$ cat src/rtl/config_write_ctrl.sv
// config_write_ctrl: write / verify / scrub controller for N_CELLS 8-bit
// configuration cells that share one data bus.
//   clk, rstn            clock and asynchronous active-low reset
//   cmd_valid/cmd_ready  write command handshake (ready only in IDLE)
//   cmd_addr, cmd_data   target cell index and value to write
//   scrub_en             enables periodic re-load of each cell with its own output
//   err_clr              clears sticky err / err_addr
//   cfg_din, cfg_load    shared data bus and one-hot load strobe to the cells
//   cfg_q                cell outputs, cell i at [8*i+7:8*i]
//   done                 1-cycle pulse when a command finishes
//   err, err_addr        sticky error flag and address of the first error
module config_write_ctrl #(
    parameter int unsigned N_CELLS      = 8,
    parameter int unsigned AW           = 3,
    parameter int unsigned MAX_RETRY    = 2,
    parameter int unsigned SCRUB_PERIOD = 1024,
    parameter int unsigned SCRUB_CW     = 10
) (
    input  logic                   clk,
    input  logic                   rstn,
    input  logic                   cmd_valid,
    output logic                   cmd_ready,
    input  logic [AW-1:0]          cmd_addr,
    input  logic [7:0]             cmd_data,
    input  logic                   scrub_en,
    input  logic                   err_clr,
    output logic [7:0]             cfg_din,
    output logic [N_CELLS-1:0]     cfg_load,
    input  logic [8*N_CELLS-1:0]   cfg_q,
    output logic                   done,
    output logic                   err,
    output logic [AW-1:0]          err_addr
);

    localparam int unsigned CNT_W = 3;

    typedef enum logic [1:0] {
        S_IDLE,
        S_LOAD,
        S_CHECK,
        S_SCRUB
    } state_t;

    state_t               r_state;
    state_t               w_state_nxt;
    logic [AW-1:0]        r_addr,     w_addr_nxt;
    logic [7:0]           r_data,     w_data_nxt;
    logic [CNT_W-1:0]     r_cnt,      w_cnt_nxt;
    logic [AW-1:0]        r_ptr,      w_ptr_nxt;
    logic [SCRUB_CW-1:0]  r_timer;
    logic                 r_pend;
    logic [N_CELLS-1:0]   r_load,     w_load_nxt;
    logic [7:0]           r_din,      w_din_nxt;
    logic                 r_done,     w_done_nxt;
    logic                 r_err,      w_err_nxt;
    logic [AW-1:0]        r_err_addr, w_err_addr_nxt;
    logic                 w_new_err;
    logic [AW-1:0]        w_err_src;
    logic                 w_scrub_clr;
    logic                 w_in_range;
    logic [7:0]           w_q_addr;
    logic [7:0]           w_q_ptr;

    function automatic logic [N_CELLS-1:0] f_onehot(input logic [AW-1:0] idx);
        f_onehot = N_CELLS'(1) << idx;
    endfunction

    assign cmd_ready  = (r_state == S_IDLE);
    assign cfg_load   = r_load;
    assign cfg_din    = r_din;
    assign done       = r_done;
    assign err        = r_err;
    assign err_addr   = r_err_addr;
    assign w_in_range = (32'(cmd_addr) < 32'(N_CELLS));

    // Select the readback of the command target and of the scrub pointer
    always_comb begin
        w_q_addr = 8'h00;
        w_q_ptr  = 8'h00;
        for (int i = 0; i < int'(N_CELLS); i++) begin
            if (r_addr == AW'(i)) w_q_addr = cfg_q[8*i +: 8];
            if (r_ptr  == AW'(i)) w_q_ptr  = cfg_q[8*i +: 8];
        end
    end

    // Next-state and next-output logic; strobes are computed on the
    // transition into LOAD/SCRUB so they are registered during that state
    always_comb begin
        w_state_nxt = r_state;
        w_addr_nxt  = r_addr;
        w_data_nxt  = r_data;
        w_cnt_nxt   = r_cnt;
        w_ptr_nxt   = r_ptr;
        w_load_nxt  = '0;
        w_din_nxt   = r_din;
        w_done_nxt  = 1'b0;
        w_new_err   = 1'b0;
        w_err_src   = r_addr;
        w_scrub_clr = 1'b0;

        case (r_state)
            S_IDLE: begin
                if (cmd_valid) begin
                    w_addr_nxt = cmd_addr;
                    w_data_nxt = cmd_data;
                    w_cnt_nxt  = '0;
                    if (w_in_range) begin
                        w_state_nxt = S_LOAD;
                        w_load_nxt  = f_onehot(cmd_addr);
                        w_din_nxt   = cmd_data;
                    end else begin
                        w_done_nxt = 1'b1;
                        w_new_err  = 1'b1;
                        w_err_src  = cmd_addr;
                    end
                end else if (r_pend) begin
                    // Re-load the cell with its own current output
                    w_state_nxt = S_SCRUB;
                    w_load_nxt  = f_onehot(r_ptr);
                    w_din_nxt   = w_q_ptr;
                end
            end
            S_LOAD: begin
                w_state_nxt = S_CHECK;
            end
            S_CHECK: begin
                if (w_q_addr == r_data) begin
                    w_state_nxt = S_IDLE;
                    w_done_nxt  = 1'b1;
                end else if (r_cnt < CNT_W'(MAX_RETRY)) begin
                    w_state_nxt = S_LOAD;
                    w_cnt_nxt   = r_cnt + CNT_W'(1);
                    w_load_nxt  = f_onehot(r_addr);
                    w_din_nxt   = r_data;
                end else begin
                    w_state_nxt = S_IDLE;
                    w_done_nxt  = 1'b1;
                    w_new_err   = 1'b1;
                end
            end
            S_SCRUB: begin
                w_state_nxt = S_IDLE;
                w_scrub_clr = 1'b1;
                w_ptr_nxt   = (r_ptr == AW'(N_CELLS - 1)) ? '0 : r_ptr + AW'(1);
            end
            default: begin
                w_state_nxt = S_IDLE;
            end
        endcase

        // Sticky error: only the first error is recorded, but a new error
        // coinciding with err_clr wins over the clear
        w_err_nxt      = r_err;
        w_err_addr_nxt = r_err_addr;
        if (err_clr) begin
            w_err_nxt      = 1'b0;
            w_err_addr_nxt = '0;
        end
        if (w_new_err && (!r_err || err_clr)) begin
            w_err_nxt      = 1'b1;
            w_err_addr_nxt = w_err_src;
        end
    end

    // State and registered outputs
    always_ff @(posedge clk or negedge rstn) begin
        if (!rstn) begin
            r_state    <= S_IDLE;
            r_addr     <= '0;
            r_data     <= '0;
            r_cnt      <= '0;
            r_ptr      <= '0;
            r_load     <= '0;
            r_din      <= '0;
            r_done     <= 1'b0;
            r_err      <= 1'b0;
            r_err_addr <= '0;
        end else begin
            r_state    <= w_state_nxt;
            r_addr     <= w_addr_nxt;
            r_data     <= w_data_nxt;
            r_cnt      <= w_cnt_nxt;
            r_ptr      <= w_ptr_nxt;
            r_load     <= w_load_nxt;
            r_din      <= w_din_nxt;
            r_done     <= w_done_nxt;
            r_err      <= w_err_nxt;
            r_err_addr <= w_err_addr_nxt;
        end
    end

    // Scrub timer: one pending request at most; ticks while pending are dropped
    always_ff @(posedge clk or negedge rstn) begin
        if (!rstn) begin
            r_timer <= '0;
            r_pend  <= 1'b0;
        end else if (!scrub_en) begin
            r_timer <= '0;
            r_pend  <= 1'b0;
        end else begin
            if (r_timer == SCRUB_CW'(SCRUB_PERIOD - 1)) begin
                r_timer <= '0;
            end else begin
                r_timer <= r_timer + SCRUB_CW'(1);
            end
            if (w_scrub_clr) begin
                r_pend <= 1'b0;
            end else if (r_timer == SCRUB_CW'(SCRUB_PERIOD - 1)) begin
                r_pend <= 1'b1;
            end
        end
    end

endmodule

$ cat config.mk
export PLATFORM = sky130hd
export DESIGN_NAME = config_write_ctrl
export DESIGN_NICKNAME = d
export VERILOG_FILES = /design/src/rtl/config_write_ctrl.sv
export SDC_FILE = /design/constraint.sdc
export NUM_CORES = 1
export LEC_CHECK = 0
export CORE_MARGIN = 4
export CORE_UTILIZATION = 45
export CTS_CLUSTER_SIZE = 25
export DETAILED_ROUTE_END_ITERATION = 6
export HOLD_SLACK_MARGIN = 0.05
export PLACE_DENSITY = 0.79
export SETUP_SLACK_MARGIN = 0.3
export SYNTH_ARGS = -nofsm -noshare
export SYNTH_HDL_FRONTEND = slang
export SYNTH_SLANG_ARGS = --single-unit
export TNS_END_PERCENT = 1
$ cat constraint.sdc
create_clock -name clk -period 4.5 [get_ports clk]
set_clock_uncertainty 0.15 [all_clocks]
set_input_delay 0.675 -clock clk [delete_from_list [all_inputs] [get_ports clk]]
set_output_delay 0.675 -clock clk [all_outputs]
set_load 0.1 [all_outputs]
== Word-level counts from Yosys, hierarchy flattened ==
Cells that the tools add are included.

* Word-level logic and storage cells: 105
* Bits in latches: 0
* Bits in read-only memories: 0
* Memories: 0
* Input port bits: 80
* Bits in registers: 51
* Output and inout port bits: 22
* Bits in writable memories: 0

* Shift-type cells: 3
* Divide/modulo/power cells: 0
* Mux-type cells: 51
* $add $sub $neg: 3
* Reduce and logical (&&, ||, !) cells: 11
* Eq/ne operators: 24
* Multipliers: 0
* Bitwise gates (word level): 0
* $lt $le $gt $ge: 1

{| class="wikitable"
|+ Operators with widths
! operator !! number
|-
| 8-bit two-way mux || 24
|-
| 8-bit one-hot mux with 2 select lines || 2
|-
| 3-bit equality test, second input constant || 8
|-
| 1-bit by 3-bit left shift with 8-bit output, first input constant || 3
|-
| 10-bit two-way mux || 2
|-
| 3-bit two-way mux || 6
|-
| 1-bit two-way mux || 13
|-
| 3-bit by 2-bit equality test with 1-bit output, second input constant || 4
|-
| 10-bit by 1-bit adder with 10-bit output, second input constant || 1
|-
| 10-bit equality test, second input constant || 1
|-
| 8-bit equality test || 1
|-
| 2-bit one-hot mux with 4 select lines || 1
|-
| 4-bit AND reduction || 2
|-
| 3-bit by 1-bit adder with 3-bit output, second input constant || 2
|-
| 3-bit by 1-bit equality test with 1-bit output, second input constant || 2
|-
| 3-bit zero test || 2
|-
| 2-bit != test, second input constant || 3
|-
| 3-bit one-hot mux with 2 select lines || 1
|-
| 2-bit equality test, second input constant || 2
|-
| 2-bit two-way mux || 2
|-
| 2-bit nonzero test || 2
|-
| 3-bit by 2-bit less-than comparator with 1-bit output, second input constant || 1
|-
| 3-bit by 1-bit != test with 1-bit output, second input constant || 1
|-
| 3-bit by 2-bit != test with 1-bit output, second input constant || 1
|-
| other kinds (6) || 6
|}

== Depth between registers and ports, before layout ==
* Depth in word-level cells: 14
* Depth in mapped cells: 11
* Depth with buffers taken out: 10

== Least setup slack after synthesis ==
Ideal clock, no wire load.

* Path type: reg-to-reg
* Start point: register r_state[0]
* End point: register r_data[6]
* Library setup time: 0.125 ns
* Path buffers: 1
* Path slack: 1.365 ns
* Clock period less this slack: 3.135 ns
* Data required time: 4.225 ns
* Data arrival time: 2.861 ns
* Stages on the path, launching flop included: 5
* Cell sequence: dfrtp_1 > nor2_1 > nand2_1 > clkbuf_1 > mux2_2

* Word-level cells in the longest chain between the ends: 2

{| class="wikitable"
|+ RTL lines
! what !! RTL line !! source
|-
| from (decl) || 44 || <nowiki>state_t r_state;</nowiki>
|-
| from (signal assigned) || 179 || <nowiki>r_state <= w_state_nxt;</nowiki>
|-
| 2-bit zero test || -- ||
|-
| net cmd_ready || 22 || <nowiki>output logic cmd_ready,</nowiki>
|-
| 2-bit AND reduction (no source line) || -- ||
|-
| to (signal assigned) || 181 || <nowiki>r_data <= w_data_nxt;</nowiki>
|-
| to (decl) || 47 || <nowiki>logic [7:0] r_data, w_data_nxt;</nowiki>
|}

The timed path passes the listed nets, and every way through them passes these cells.
A chain may end at the register's enable or synchronous reset.

== Final worst setup path ==
* Start point: register r_ptr[2]
* End point: register r_din[7] (netlist: cfg_din[7])

* Word-level cells in the longest chain between the ends: 12
* Elaborated cells on any way between the ends: 19
* Those cells by class: eq/ne: 7; mux: 11; reduce/logical: 1

{| class="wikitable"
|+ RTL lines
! what !! RTL line !! source
|-
| from (decl) || 49 || <nowiki>logic [AW-1:0] r_ptr, w_ptr_nxt;</nowiki>
|-
| from (signal assigned) || 183 || <nowiki>r_ptr <= w_ptr_nxt;</nowiki>
|-
| 3-bit zero test || 82 || <nowiki>if (r_ptr == AW'(i)) w_q_ptr = cfg_q[8*i +: 8];</nowiki>
|-
| 8-bit two-way mux (7 in series) || 82 ||
|-
| 8-bit two-way mux (*) || 82 ||
|-
| 8-bit two-way mux (*) || 116 || <nowiki>end else if (r_pend) begin</nowiki>
|-
| 8-bit two-way mux (*) || 103 || <nowiki>if (cmd_valid) begin</nowiki>
|-
| 8-bit one-hot mux with 2 select lines (*) || 101 || <nowiki>case (r_state)</nowiki>
|-
| to (signal assigned) || 185 || <nowiki>r_din <= w_din_nxt;</nowiki>
|-
| to (decl) || 53 || <nowiki>logic [7:0] r_din, w_din_nxt;</nowiki>
|}

Mark *: on every way between the ends. The rest lies on a longest branch, timed or not. The select of a mux whose other input is x is not followed.

==> impl_metrics.json <==
{
  "drt-pass1-iter-count": 7,
  "die_y_um": 99.1,
  "numPortBuffers": 101,
  "postCtsSetupBuffers": 0,
  "antenna_found_initial": 0,
  "cts_tree": "built",
  "grt_pass1_wl_um": 18300,
  "rsz0062_at_grt": "no",
  "drive_above_1_share_pct": 11.2,
  "clockBufferDepth": 2,
  "hold_buffers": 0,
  "leakage_nw": 2.03,
  "drt-initial-drc-count": 293,
  "rows": 32,
  "synth-edff-count": 0,
  "grtUsageTotal_pct": 23.3,
  "startpoint_type": "flop",
  "max-slew-margin-rel_pct": 33.6,
  "cp_max_fo": 16,
  "vias": 3563,
  "ys_top_cells_by_count": "dfrtp_1, nor2_1, nand2_1, o21ai_0, a21oi_1",
  "cts_buffers": 5,
  "ctsHtreeMaxLevel": 2,
  "syn2layout_area_growth_pct": 31.0,
  "synthesis.instances": 404,
  "fillers": 667,
  "clockRootBuffer": "clkbuf_8",
  "hold_viol": 0,
  "netlist_area_um2": 3730,
  "final_cells": 593,
  "nets": 578,
  "routedWlPerCell_um": 19.7,
  "synth_top_area_share_pct": 34.2,
  "grt_pass1_vias": 3680,
  "diodes": 0,
  "die_w_um": 99.1,
  "ys.flop_type": "dfrtp_1",
  "r2r-start": "r_ptr[2]",
  "r2r_end": "cfg_din[7]",
  "crit_type": "reg2reg",
  "clock_latency_ns": 0.32,
  "die_area_um2": 9820,
  "crit_chain": "clkinv_1 > ha_1 > nor2_1 > a221o_1 > a21oi_1 > or3_1 > a31oi_1 > mux2_4",
  "min_path_type": "in2async",
  "synthTopCellsByArea": "dfrtp_1, o21ai_0, mux4_2, a21oi_1, nor2_1",
  "wl_um": 11700,
  "overflow": 0,
  "clk_pin_slew_ns": 0.11,
  "required_ns": 4.62,
  "fmax_ghz": 0.271,
  "cts_sinks": 51,
  "grt_max_degree": 52,
  "coreArea_um2": 7890,
  "ir_drop_v": 0.000389,
  "place.gp.congestion": 0.947,
  "fin_crit_sh_pct": 82.0,
  "yosysWarnings": 0,
  "synth_fp_nets": 492,
  "place_hpwl_um": 8550,
  "whs_ns": 0.309,
  "ys_seq_elements": 51,
  "outcome": "complete, no violations",
  "seq_area_frac_synth_pct": 34.2,
  "post-route-util_pct": 62.0,
  "critPathArrivalTime_ns": 3.81,
  "final_antenna_net_count": 0,
  "initial_utilization_pct": 47.3,
  "synth_top_cell_by_area": "dfrtp_1",
  "post_cts_resize_count": 0,
  "synthDistinctLibCells": 53,
  "ios": 102,
  "r2r_slack_ns": 0.81,
  "drc": 0,
  "slew_viol_final": 0,
  "finalSetupTns_ns": 0,
  "slowest_delay_ns": 0.72,
  "worstMarginPinSlew_ns": 0.993,
  "avgSynthCellArea_um2": 9.24,
  "setup_violations": 0,
  "synthArstFlopShare_pct": 100,
  "synth.most_common_cell": "dfrtp_1",
  "post-place-cells": 585,
  "pwr_density_cell_nw_per_um2": 677,
  "critPathCaptureType": "flop",
  "vias_per_cell": 6.01,
  "fin_crit_ns": 3.69,
  "timing.max_cap.violations": 0,
  "reg2regPathDepth": 8,
  "cp_slowest_cell": "dfrtp_1"
}
## where the power goes
| group | internal (mW) | total, mW | switching (mW) |
|---|---|---|---|
| combinational | 0.888 | 2.23 | 1.34 |
| clock | 0.116 | 0.288 | 0.173 |
| sequential | 0.599 | 0.791 | 0.192 |
| total | 1.60 | 3.31 | 1.71 |
## how the worst max path moves through the flow
stage,from,endpoint,slack [ns]
2_1_floorplan,r_state[0],r_data[6],1.36
3_3_place_gp,cfg_q[12],cfg_din[4],0.99
3_5_place_dp,cfg_q[12],cfg_din[7],0.91
4_1_cts,r_ptr[2],cfg_din[5],0.91
5_1_grt,r_ptr[2],cfg_din[3],0.70
6_report,r_ptr[2],cfg_din[7],0.81
## layout make-up
| cell class | instances | area [um2] | share of cell area, % |
|---|---|---|---|
| clock buffer | 5 | 68.8 | 1.41 |
| clock inverter | 3 | 28.8 | 0.589 |
| inverter | 10 | 37.5 | 0.768 |
| multi-input combinational | 317 | 2300 | 47.1 |
| sequential | 51 | 1280 | 26.1 |
| tap | 102 | 128 | 2.61 |
| timing repair buffer | 105 | 1050 | 21.4 |
## flip-flops by register name (all words and copies together), names as in the netlist
signal and flops:
r_addr 3, r_ptr 3, done 1, r_cnt 3, r_state 2, r_data 8, err_addr 3, r_timer 10
cfg_din 8, err 1, cfg_load 8, r_pend 1
## worst max-delay path: cells and delay by family, from the launching register on
kind | cells | cell delay (ns)
AOI/OAI and AO/OA | 3 | 0.59
buffers and inverters | 1 | 0.49
and+or+nand+nor | 2 | 0.95
DFF | 1 | 0.72
muxes | 1 | 0.20
adders and majority gates | 1 | 0.53
## cell usage in the layout, fill, tap and decap left out, drive strengths merged, types with 2 or more instances in the layout
cell type and count:
a221o 8, o32ai 3, nor3 2, a21oi 29, dfrtp 51, o21ai 33
a22o 5, and2 4, a32o 6, nor2b 12, clkbuf 5, xor2 8
clkdlybuf4s50 100, mux4 8, and3 4, nor2 38, inv 9, mux2i 12
nand3b 7, o211ai 3, o221ai 3, a41o 2, xnor2 8, nand2b 6
a31oi 7, a22oi 3, clkinv 4, ha 8, nand2 34, buf 5
and3b 8, or3 7, mux2 20, nand3 7, o21bai 2, a31o 9
nor3b 2
## per-stage QoR
| step | instance area, um2 | power [mW] | setup WS (ns) |
|---|---|---|---|
| after floorplan | 3730 | 2.44 | 1.36 |
| after global placement | 4790 | 2.97 | 0.987 |
| after detailed placement | 4790 | 3.01 | 0.907 |
| after CTS | 4890 | 3.31 | 0.911 |
| after global routing | 4890 | 3.50 | 0.699 |
| final | 4890 | 3.31 | 0.811 |
## per-layer routing
layer  part of all wire (%)  GRT usage, %  wire (um)  vias up
li1                       -             -          -     1654
met1                     43          31.0       4980     1717
met2                     46          37.3       5400      170
met3                    9.1          5.66       1060       22
met4                    2.2          7.77        258        0
met5                      0             0          0        -
## kinds of logic (layout without fill, tap and decap cells)
group,after synthesis,in the layout,synth area share (%)
buffers and inverters,36,123,4.16
AO/OA/AOI/OAI,118,118,21.7
XOR/XNOR,16,16,3.75
flip-flops,51,51,34.2
AND/OR/NAND/NOR,135,135,18.5
multiplexers,40,40,15.0
adder cells (fa/ha/maj),8,8,2.68
Note: power is estimated with default switching activity, not from simulation.
